### config.mk
export PLATFORM = sky130hd
export DESIGN_NAME = neuron_accumulator_flat
export DESIGN_NICKNAME = d
export VERILOG_FILES = /design/src/rtl/neuron_accumulator_if.sv /design/src/rtl/neuron_accumulator.sv /design/src/flat_wrapper.sv
export SDC_FILE = /design/constraint.sdc
export NUM_CORES = 1
export LEC_CHECK = 0
export ABC_CLOCK_PERIOD_IN_PS = 7100
export CAP_MARGIN = 10
export CORE_ASPECT_RATIO = 0.9
export CORE_MARGIN = 3
export CORE_UTILIZATION = 30
export DETAILED_ROUTE_END_ITERATION = 12
export SLEW_MARGIN = 20
export SYNTH_ARGS = -nofsm -noshare
export SYNTH_HDL_FRONTEND = slang
export SYNTH_SLANG_ARGS = --single-unit
### constraint.sdc
create_clock -name clk -period 7.1 [get_ports clk]
set_input_delay 1.065 -clock clk [delete_from_list [all_inputs] [get_ports clk]]
set_output_delay 1.065 -clock clk [all_outputs]
set_load 0.01 [all_outputs]
### src/rtl/neuron_accumulator_if.sv
// Streaming bus between the adder-tree stage, the neuron accumulator and the activation consumer.
// master drives partial sums and the result handshake; slave is the accumulator.
interface neuron_accumulator_if #(
   parameter int unsigned ACC_W = 26
);
   logic                 start;
   logic signed [ACC_W:0] bias;
   logic [19:0]          sum_in;
   logic                 sum_valid;
   logic                 busy;
   logic [7:0]           act_out;
   logic                 act_valid;
   logic                 act_ready;
   logic                 overrun;

   modport master (
      output start, bias, sum_in, sum_valid, act_ready,
      input  busy, act_out, act_valid, overrun
   );

   modport slave (
      input  start, bias, sum_in, sum_valid, act_ready,
      output busy, act_out, act_valid, overrun
   );
endinterface

### src/rtl/neuron_accumulator.sv
// Accumulates NUM_CHUNKS unsigned partial sums, adds a signed bias, then applies
// ReLU, a right shift and 8-bit saturation to produce one activation per neuron.
module neuron_accumulator #(
   parameter int unsigned NUM_CHUNKS = 49,
   parameter int unsigned ACC_W      = 26,
   parameter int unsigned OUT_SHIFT  = 12
) (
   input logic                 clk,
   input logic                 rst_n,
   neuron_accumulator_if.slave bus
);
   localparam int unsigned SUM_W = 20;
   localparam int unsigned CNT_W = $clog2(NUM_CHUNKS + 1);
   localparam int unsigned RES_W = ACC_W + 2;
   localparam int unsigned ACT_W = 8;

   typedef enum logic [1:0] {
      IDLE   = 2'd0,
      ACCUM  = 2'd1,
      BIAS   = 2'd2,
      OUTPUT = 2'd3
   } state_t;

   state_t                  r_state, w_state_nxt;
   logic [ACC_W-1:0]        r_acc, w_acc_nxt;
   logic [CNT_W-1:0]        r_cnt, w_cnt_nxt;
   logic signed [ACC_W:0]   r_bias, w_bias_nxt;
   logic [ACT_W-1:0]        r_act, w_act_nxt;
   logic                    r_act_valid, w_act_valid_nxt;
   logic                    r_busy;
   logic                    r_overrun, w_overrun_nxt;

   logic signed [RES_W-1:0] w_res;
   logic [RES_W-1:0]        w_res_shr;
   logic [ACT_W-1:0]        w_act_sat;

   // Biased sum at full width, then ReLU and saturation to 8 bits.
   always_comb begin
      w_res     = $signed({2'b00, r_acc}) + $signed({r_bias[ACC_W], r_bias});
      w_res_shr = $unsigned(w_res) >> OUT_SHIFT;
      if (w_res[RES_W-1]) begin
         w_act_sat = '0;
      end else if (|w_res_shr[RES_W-1:ACT_W]) begin
         w_act_sat = '1;
      end else begin
         w_act_sat = w_res_shr[ACT_W-1:0];
      end
   end

   always_comb begin
      w_state_nxt     = r_state;
      w_acc_nxt       = r_acc;
      w_cnt_nxt       = r_cnt;
      w_bias_nxt      = r_bias;
      w_act_nxt       = r_act;
      w_act_valid_nxt = r_act_valid;
      // Upstream cannot be stalled, so a sum arriving outside ACCUM is lost and flagged.
      w_overrun_nxt   = bus.sum_valid && (r_state != ACCUM);

      case (r_state)
         IDLE: begin
            if (bus.start) begin
               w_acc_nxt   = '0;
               w_cnt_nxt   = '0;
               w_bias_nxt  = bus.bias;
               w_state_nxt = ACCUM;
            end
         end
         ACCUM: begin
            if (bus.sum_valid) begin
               w_acc_nxt = r_acc + ACC_W'(bus.sum_in);
               w_cnt_nxt = r_cnt + CNT_W'(1);
               if (r_cnt == CNT_W'(NUM_CHUNKS - 1)) begin
                  w_state_nxt = BIAS;
               end
            end
         end
         BIAS: begin
            w_act_nxt       = w_act_sat;
            w_act_valid_nxt = 1'b1;
            w_state_nxt     = OUTPUT;
         end
         OUTPUT: begin
            if (bus.act_ready) begin
               w_act_valid_nxt = 1'b0;
               w_state_nxt     = IDLE;
            end
         end
         default: begin
            w_state_nxt = IDLE;
         end
      endcase
   end

   always_ff @(posedge clk or negedge rst_n) begin
      if (!rst_n) begin
         r_state     <= IDLE;
         r_acc       <= '0;
         r_cnt       <= '0;
         r_bias      <= '0;
         r_act       <= '0;
         r_act_valid <= 1'b0;
         r_busy      <= 1'b0;
         r_overrun   <= 1'b0;
      end else begin
         r_state     <= w_state_nxt;
         r_acc       <= w_acc_nxt;
         r_cnt       <= w_cnt_nxt;
         r_bias      <= w_bias_nxt;
         r_act       <= w_act_nxt;
         r_act_valid <= w_act_valid_nxt;
         r_busy      <= (w_state_nxt != IDLE);
         r_overrun   <= w_overrun_nxt;
      end
   end

   assign bus.busy      = r_busy;
   assign bus.act_out   = r_act;
   assign bus.act_valid = r_act_valid;
   assign bus.overrun   = r_overrun;

   if (SUM_W + $clog2(NUM_CHUNKS) > ACC_W) begin : g_acc_w_check
      $error("ACC_W too narrow for NUM_CHUNKS partial sums");
   end
endmodule

### src/flat_wrapper.sv
// flat-port wrapper written by rule: the top's interface ports become plain ports
module neuron_accumulator_flat 
#(
   parameter int unsigned NUM_CHUNKS = 49,
   parameter int unsigned ACC_W      = 26,
   parameter int unsigned OUT_SHIFT  = 12
)
  (clk, rst_n, bus_start, bus_bias, bus_sum_in, bus_sum_valid, bus_act_ready, bus_busy, bus_act_out, bus_act_valid, bus_overrun);
  neuron_accumulator_if #(.ACC_W(ACC_W)) bus_i ();
  input logic clk;
  input logic rst_n;
  input wire logic [$bits(bus_i.start)-1:0] bus_start;
  input wire logic [$bits(bus_i.bias)-1:0] bus_bias;
  input wire logic [$bits(bus_i.sum_in)-1:0] bus_sum_in;
  input wire logic [$bits(bus_i.sum_valid)-1:0] bus_sum_valid;
  input wire logic [$bits(bus_i.act_ready)-1:0] bus_act_ready;
  output wire logic [$bits(bus_i.busy)-1:0] bus_busy;
  output wire logic [$bits(bus_i.act_out)-1:0] bus_act_out;
  output wire logic [$bits(bus_i.act_valid)-1:0] bus_act_valid;
  output wire logic [$bits(bus_i.overrun)-1:0] bus_overrun;
  assign bus_i.start = bus_start;
  assign bus_i.bias = bus_bias;
  assign bus_i.sum_in = bus_sum_in;
  assign bus_i.sum_valid = bus_sum_valid;
  assign bus_i.act_ready = bus_act_ready;
  assign bus_busy = bus_i.busy;
  assign bus_act_out = bus_i.act_out;
  assign bus_act_valid = bus_i.act_valid;
  assign bus_overrun = bus_i.overrun;
  neuron_accumulator #(.NUM_CHUNKS(NUM_CHUNKS), .ACC_W(ACC_W), .OUT_SHIFT(OUT_SHIFT)) u_core (.clk(clk), .rst_n(rst_n), .bus(bus_i));
endmodule
Yosys cells after proc, flatten, opt, wreduce, memory -nomap -nowiden --
Index checks and enable logic that the tools add are counted.
Word-level totals: bits in registers 72, latch bits 0, RAM bits 0, memory bits (read-only) 0, input bits 52, output and inout bits 11, word-level logic and storage cells 43, memories kept 0
Operators by class: add/subtract/negate cells 3, multipliers 0, div/mod/pow operators 0, magnitude comparators 0, equality and inequality tests 8, shifts and indexed selects 0, multiplexer cells 15, bitwise operators 0, reductions and logical operators 9
Operator list (count):
- $mux W26 | 2
- $pmux W26 S2 | 1
- $add A27 B27 Y28 | 1
- $add A26 B20 Y26 | 1
- $mux W8 | 2
- $mux W6 | 2
- $pmux W6 S2 | 1
- $mux W2 | 4
- $pmux W2 S4 | 1
- $reduce_or A8 Y1 | 1
- $add A6 B1 Y6 const B | 1
- $eq A6 B6 Y1 const B | 1
- $ne A2 B2 Y1 const B | 3
- $reduce_bool A2 Y1 | 3
- $eq A2 B2 Y1 const B | 2
- $reduce_and A2 Y1 | 2
- $reduce_and A3 Y1 | 1
- $eq A2 B1 Y1 const B | 1
- $logic_not A2 Y1 | 1
- $ne A2 B1 Y1 const B | 1
- $pmux W1 S2 | 1
- $logic_and A1 B1 Y1 | 1
- $mux W1 | 1

Depth between registers and ports, before layout --
Gate-level depths: netlist of run 1.
word-level depth 5, mapped depth 12, gate-level depth less buffers 11

Worst setup path after synthesis of run 1 --
Ideal clock, no wire load.
kind input -> register, start input bus_sum_in[1], end register u_core.r_acc[21], setup time 0.136 ns, data arrival time 3.095 ns, data required time 6.964 ns, setup slack 3.869 ns, cell stages on the path 10, buffers on the path 0, cells stage by stage ha_1 -> a21o_1 -> a21oi_1 -> o21bai_1 -> a2111o_1 -> a211oi_1 -> o211ai_1 -> a31oi_1 -> or3_1 -> a21oi_1
Between the ends: cells in the longest elaborated chain, start to end 3
RTL lines:
- from (decl) | RTL line flat_wrapper.sv:14 | input wire logic [$bits(bus_i.sum_in)-1:0] bus_sum_in;
- $add A26 B20 Y26 | RTL line neuron_accumulator.sv:71 | w_acc_nxt = r_acc + ACC_W'(bus.sum_in);
- $mux W26 | RTL line neuron_accumulator.sv:70 | if (bus.sum_valid) begin
- $pmux W26 S2 | RTL line neuron_accumulator.sv:60 | case (r_state)
- to (signal assigned) | RTL line neuron_accumulator.sv:107 | r_acc <= w_acc_nxt;
- to (decl) | RTL line neuron_accumulator.sv:25 | logic [ACC_W-1:0] r_acc, w_acc_nxt;
No other way between the ends. The select of a mux whose other input is x is not followed. A chain may end at the register's enable or synchronous reset.

Worst setup path in the final report of run 1 --
start input bus_sum_in[1], end register u_core.r_acc[23]
The elaborated chain is that of the path after synthesis.

==> results of run 1 <==
-- final timing paths --
| path | start | end | slack (ps) | depth (start not counted) |
|---|---|---|---|---|
| worst max register to register | u_core.r_acc[1] | u_core.bus.act_out[3] | 3940 | 10 |
| worst min register to register | u_core.bus.act_valid | u_core.bus.act_valid | 500 | 1 |
| worst max-delay path | bus_sum_in[1] | u_core.r_acc[23] | 3320 | 11 |
| max in group asynchronous | rst_n | u_core.r_cnt[2] | 5560 | 2 |
| worst min-delay path | u_core.bus.act_valid | u_core.bus.act_valid | 500 | 1 |
| min in group asynchronous | rst_n | u_core.r_bias[13] | 950 | 2 |
-- metrics by stage --
stage / hold slack [ps] / power, W / std cells / area [um2]
after detailed placement: 500 / 0.00212 / 766 / 5740
after CTS: 515 / 0.00267 / 782 / 6090
after global routing: 526 / 0.00290 / 782 / 6090
after global placement: 468 / 0.00210 / 766 / 5740
final: 504 / 0.00265 / 782 / 6090
after floorplan: 476 / 0.00180 / 511 / 4920
-- report_power, final --
part	internal (W)	switching (W)	total [W]
combinational	0.000640	0.000773	0.00141
clock	0.000353	0.000173	0.000526
sequential	0.000565	0.000143	0.000708
-- cell usage after synthesis (2+ instances only) --
master	number	area share
a311oi_1	9	0.016
o41ai_1	2	0.0036
nor3b_1	2	0.0031
dfrtp_1	72	0.37
a22o_1	4	0.0071
o21ai_0	38	0.039
nor2b_1	9	0.011
and3_1	2	0.0025
or3_1	3	0.0038
inv_1	10	0.0076
nor3_1	10	0.010
nand3_1	16	0.016
xnor2_1	13	0.023
and2_1	4	0.0051
o21a_1	6	0.0092
o211a_1	3	0.0061
a21o_1	13	0.020
clkbuf_1	6	0.0046
nand2_1	42	0.032
mux2_2	28	0.064
o21bai_1	9	0.014
nor2_1	46	0.035
a21oi_1	36	0.037
nor4_1	2	0.0025
buf_1	2	0.0015
a21o_2	4	0.0071
o211ai_1	4	0.0061
nand2b_1	5	0.0064
a21boi_0	2	0.0031
xor2_1	19	0.034
ha_1	47	0.12
buf_6	2	0.0046
a211oi_1	4	0.0061
nand4_1	7	0.0089
a31oi_1	5	0.0064
-- worst max-delay path: cells and delay by family --
family / cells / cell delay [ps]
AOI/OAI and AO/OA: 9 / 2190
adders and majority gates: 1 / 310
buffers and inverters: 1 / 460
-- sequential cells by signal, summed over array words and instances (netlist names) --
| register | flops |
|---|---|
| u_core.bus.overrun | 1 |
| u_core.bus.busy | 1 |
| u_core.r_acc | 26 |
| u_core.r_bias | 27 |
| u_core.bus.act_out | 8 |
| u_core.bus.act_valid | 1 |
| u_core.r_state | 2 |
| u_core.r_cnt | 6 |
-- final cells by class --
class	instances	area, um2	area share
tap	202	253	0.0415
inverter	10	37.5	0.00616
sequential	72	1800	0.296
timing repair buffer	66	646	0.106
multi-input combinational	416	3010	0.494
clock inverter	5	104	0.0171
clock buffer	11	243	0.0399
-- cells in the final DEF (no fill, tap or decap), drive strengths merged, types with 7 or more instances in the layout --
| cell | Yosys | routed |
|---|---|---|
| a311oi | 9 | 9 |
| xnor2 | 13 | 13 |
| nor3 | 10 | 10 |
| nand2 | 42 | 42 |
| clkbuf | 6 | 11 |
| a21oi | 36 | 36 |
| nand3 | 16 | 16 |
| nor2 | 46 | 46 |
| o21bai | 10 | 10 |
| dfrtp | 72 | 72 |
| clkdlybuf4s50 | 0 | 61 |
| mux2 | 28 | 28 |
| ha | 47 | 47 |
| nand4 | 7 | 7 |
| nor2b | 9 | 9 |
| a21o | 17 | 17 |
| xor2 | 19 | 19 |
| inv | 10 | 10 |
| o21ai | 38 | 38 |
-- per-layer routing --
metal,track usage,share of wire
met5,0,0
met4,0.0416,0.019
met3,0.0344,0.041
met2,0.229,0.46
met1,0.177,0.48
-- kinds of logic after synthesis --
logic type,after synthesis,synth area share
compound gates,153,0.215
xor+xnor,32,0.0570
fa+ha+maj,48,0.124
buf+inv,23,0.0232
flops,72,0.366
mux,29,0.0669
simple gates,154,0.148
==> results.py, run 1 <==
metrics = {
    "run_status": {
        "status": "finished, final reports clean",
    },
    "timing": {
        "max_freq_mhz": 264,
        "tightest_slew_ps": 914,
        "setup_viol": 0,
        "skew_ps": 8.24,
        "hold_viol": 0,
        "rsz0062_at_grt": "no",
        "slew_headroom": 0.391,
        "drv_slew": 0,
        "layout_setup_ws_ps": 3320,
        "fin_setup_tns_ps": 0,
        "final.min_clock_period_ps": 3780,
        "finalCritPeriodShare": 0.533,
    },
    "grt": {
        "grt_overflow": 0,
        "grt_pass1_wl_mm": 20.0,
        "antenna_found_initial": 0,
        "grt_max_degree": 73,
        "grtUsageTotal": 0.138,
        "first_global_vias": 4025,
    },
    "cells_and_area": {
        "final_util": 0.388,
        "area_delta_synth_final_pct": 23.9,
        "fillers": 1571,
        "drive_gt1_frac": 0.110,
        "nets": 675,
        "diodes": 0,
    },
    "routing": {
        "drc": 0,
        "ant_nets": 0,
        "routed_via_density": 5.05,
        "first_pass_iters": 6,
        "drtIter0Drc": 184,
        "postRouteWirelength_mm": 11.9,
        "wl_per_cell_um": 15.2,
        "vias": 3953,
    },
    "run": {
        "maxCapViolations": 0,
    },
    "clock_network": {
        "cts_buffers": 9,
        "clk_latency_ps": 330,
        "clk_pin_slew_ps": 60,
        "cts_hold_buffers": 0,
        "clock_sinks": 72,
        "cts_max_level": 3,
        "cts_tree": "done",
        "clk_path_buf_depth": 2,
        "post_cts_buffers": 0,
        "cts_root_buf": "clkbuf_16",
        "cts.repair.resized": 0,
    },
    "placement": {
        "gp_congestion": 0.843,
        "portBuffers": 62,
        "dp_slack_ps": 2990,
        "dp_hpwl_mm": 9.15,
    },
    "worst_setup_path": {
        "crit_path_start_kind": "input port",
        "crit_type": "input port to flip-flop",
        "path_cells": "clkdlybuf4s50_1 -> ha_1 -> a21o_1 -> a21oi_1 -> o21bai_1 -> a2111o_1 -> a211oi_1 -> o211ai_1 -> a31oi_1 -> o21ai_0 -> a21oi_1",
        "max_stage_delay_ps": 460,
        "arrival_ps": 4030,
        "worstPathRequired_ps": 7340,
        "critPathMaxFanout": 6,
        "endpoint_kind": "flip-flop",
        "crit_path_top_delay_cell": "clkdlybuf4s50_1",
        "crit_top_cell": "a21oi_1",
    },
    "pwr": {
        "leakagePower_nw": 2.66,
        "ir_drop_mv": 0.153,
        "p_per_area_nw_per_um2": 434,
    },
    "floorplan": {
        "die_h_um": 127,
        "num_rows": 43,
        "start_util": 0.313,
        "ioPinCount": 63,
        "die_w_um": 141,
        "die_area_um2": 18000,
        "core_um2": 15700,
    },
    "logic_synthesis": {
        "ys_types": 60,
        "synth_fp_nets": 611,
        "synth_area_per_cell_um2": 9.62,
        "synth.ff_latch_count": 72,
        "ys_seq_area_frac": 0.366,
        "syn_inst": 511,
        "synth-main-ff-cell": "dfrtp_1",
        "syn-cell-area_um2": 4920,
        "async_reset_ff_frac": 1.00,
        "synth_warnings": 0,
        "synth_edf_count": 0,
    },
    "hold_path": {
        "min_path_type": "flip-flop to flip-flop",
    },
}
Power figures use the tool's default switching activity.
==> run 2: changes to the inputs <==
Settings changed: ABC_CLOCK_PERIOD_IN_PS 7100 to 3400.
Clock period 7.1 ns to 3.4 ns, I/O delays scaled along.
==> run 2 against run 1 <==
  * Sequential power grew 110%
  * Utilization shrank 0.22 points
  * Critical path depth is 1 lower
  * Final area shrank 0.58%
  * Clock skew about the same
  * Total power increased by 100%
  * Final cell count rose by 0.51%
  * Clock-buffer cell count up 1
  * Sequential cell count is the same
  * Die area unchanged
  * Sequential share of layout area increased by 0.17 points
  * Largest cell class unchanged
  * Largest power group unchanged
==> results.py, run 2 (same netlist as run 1, synthesis figures left out) <==
metrics = {
    "placement": {
        "dp_slack_ps": 11.8,
        "gp_congestion": 0.826,
        "dp_hpwl_mm": 9.31,
        "portBuffers": 62,
    },
    "pwr": {
        "ir_drop_mv": 0.295,
        "p_total_w": 0.00537,
        "leakagePower_nw": 2.65,
        "p_per_area_nw_per_um2": 887,
    },
    "cells_and_area": {
        "nets": 680,
        "regMostFlops": "u_core.r_bias",
        "diodes": 0,
        "area_delta_synth_final_pct": 23.2,
        "drive_gt1_frac": 0.116,
        "layout_common_cells": "72 x dfrtp_1, 61 x clkdlybuf4s50_1, 47 x ha_1",
        "final_util": 0.385,
        "largest_reg_flops": 27,
        "final_common_cell": "dfrtp_1",
    },
    "timing": {
        "skew_ps": 8.73,
        "slew_headroom": 0.378,
        "setup_viol": 0,
        "hold_viol": 0,
        "layout_setup_ws_ps": 260,
        "final.min_clock_period_ps": 3140,
        "tightest_slew_ps": 933,
        "max_freq_mhz": 318,
        "drv_slew": 0,
        "whs_ps": 403,
        "rsz0062_at_grt": "no",
        "fin_setup_tns_ps": 0,
        "finalCritPeriodShare": 0.924,
    },
    "clock_network": {
        "clk_pin_slew_ps": 60,
        "clk_latency_ps": 340,
        "cts.repair.resized": 0,
        "cts_buffers": 9,
        "cts_tree": "done",
        "cts_max_level": 3,
        "clock_sinks": 72,
        "cts_root_buf": "clkbuf_16",
        "cts_hold_buffers": 0,
        "post_cts_buffers": 0,
        "clk_path_buf_depth": 2,
    },
    "worst_setup_path": {
        "critPathMaxFanout": 8,
        "r2r_slack_ps": 260,
        "endpoint": "u_core.bus.act_out[3]",
        "crit_path_start_kind": "flip-flop",
        "crit_start": "u_core.r_acc[1]",
        "max_stage_delay_ps": 440,
        "reg2reg_depth": 10,
        "path_cells": "ha_1 -> a311oi_1 -> or3_4 -> a31oi_4 -> o21ai_0 -> a21oi_1 -> nor3b_1 -> o21ai_0 -> mux2i_2 -> a311oi_1",
        "arrival_ps": 3320,
        "crit_path_top_delay_cell": "dfrtp_1",
        "endpoint_kind": "flip-flop",
        "r2r_start": "u_core.r_acc[1]",
        "worstPathRequired_ps": 3580,
        "crit_type": "flip-flop to flip-flop",
        "r2r_end": "u_core.bus.act_out[3]",
    },
    "hold_path": {
        "min_path_type": "input port to asynchronous set/reset pin",
    },
    "routing": {
        "wl_met1_mm": 5.61,
        "highest_layer": "met4",
        "routed_via_density": 5.12,
        "first_pass_iters": 4,
        "ant_nets": 0,
        "drtIter0Drc": 186,
        "postRouteWirelength_mm": 12.1,
        "met2_wirelength_mm": 5.83,
        "wl_per_cell_um": 15.4,
        "wl_met3_um": 525,
        "drc": 0,
        "vias": 4021,
    },
    "run_status": {
        "status": "finished, final reports clean",
    },
    "grt": {
        "grtUsageTotal": 0.140,
        "antenna_found_initial": 0,
        "grt_pass1_wl_mm": 20.5,
        "first_global_vias": 4214,
        "grt_max_degree": 73,
        "grt_overflow": 0,
    },
    "run": {
        "maxCapViolations": 0,
    },
    "floorplan": {
        "num_rows": 43,
        "die_area_um2": 18000,
        "core_um2": 15700,
        "die_h_um": 127,
        "ioPinCount": 63,
        "start_util": 0.313,
        "die_w_um": 141,
    },
}
run 2: per-layer routing:
metal,track usage,vias up
met5,0,-
met1,0.180,1908
met3,0.0318,14
li1,-,2026
met2,0.238,73
met4,0.0359,0
run 2: critical path: cells and delay by family (launching register included):
family / cells / cell delay, ps
compound gates: 6 / 1190
fa+ha+maj: 1 / 300
flops: 1 / 440
mux: 1 / 390
simple gates: 2 / 680
run 2: worst min path at each step:
stage	end	slack, ps
floorplan	u_core.bus.act_out[0]	210
global placement	u_core.bus.act_valid	470
detailed placement	u_core.bus.act_valid	470
CTS	u_core.r_bias[13]	440
global route	u_core.r_bias[13]	490
finish	u_core.r_bias[12]	400
run 2: power by group:
group          switching [W]  internal, W
sequential          0.000306      0.00118
combinational        0.00163      0.00137
clock               0.000356     0.000527
run 2: cell type report:
type,count,area [um2]
multi-input cells,416,3010
repair buffers,71,683
inverters,10,37.5
well taps,202,253
fillers,1605,9650
clock buffers,12,256
clock inverters,3,17.5
flip-flops and latches,72,1800
run 2: metrics by stage:
step | cells | instance area, um2
global placement | 771 | 5780
floorplan | 511 | 4920
finish | 786 | 6060
CTS | 786 | 6060
detailed placement | 771 | 5780
global route | 786 | 6060
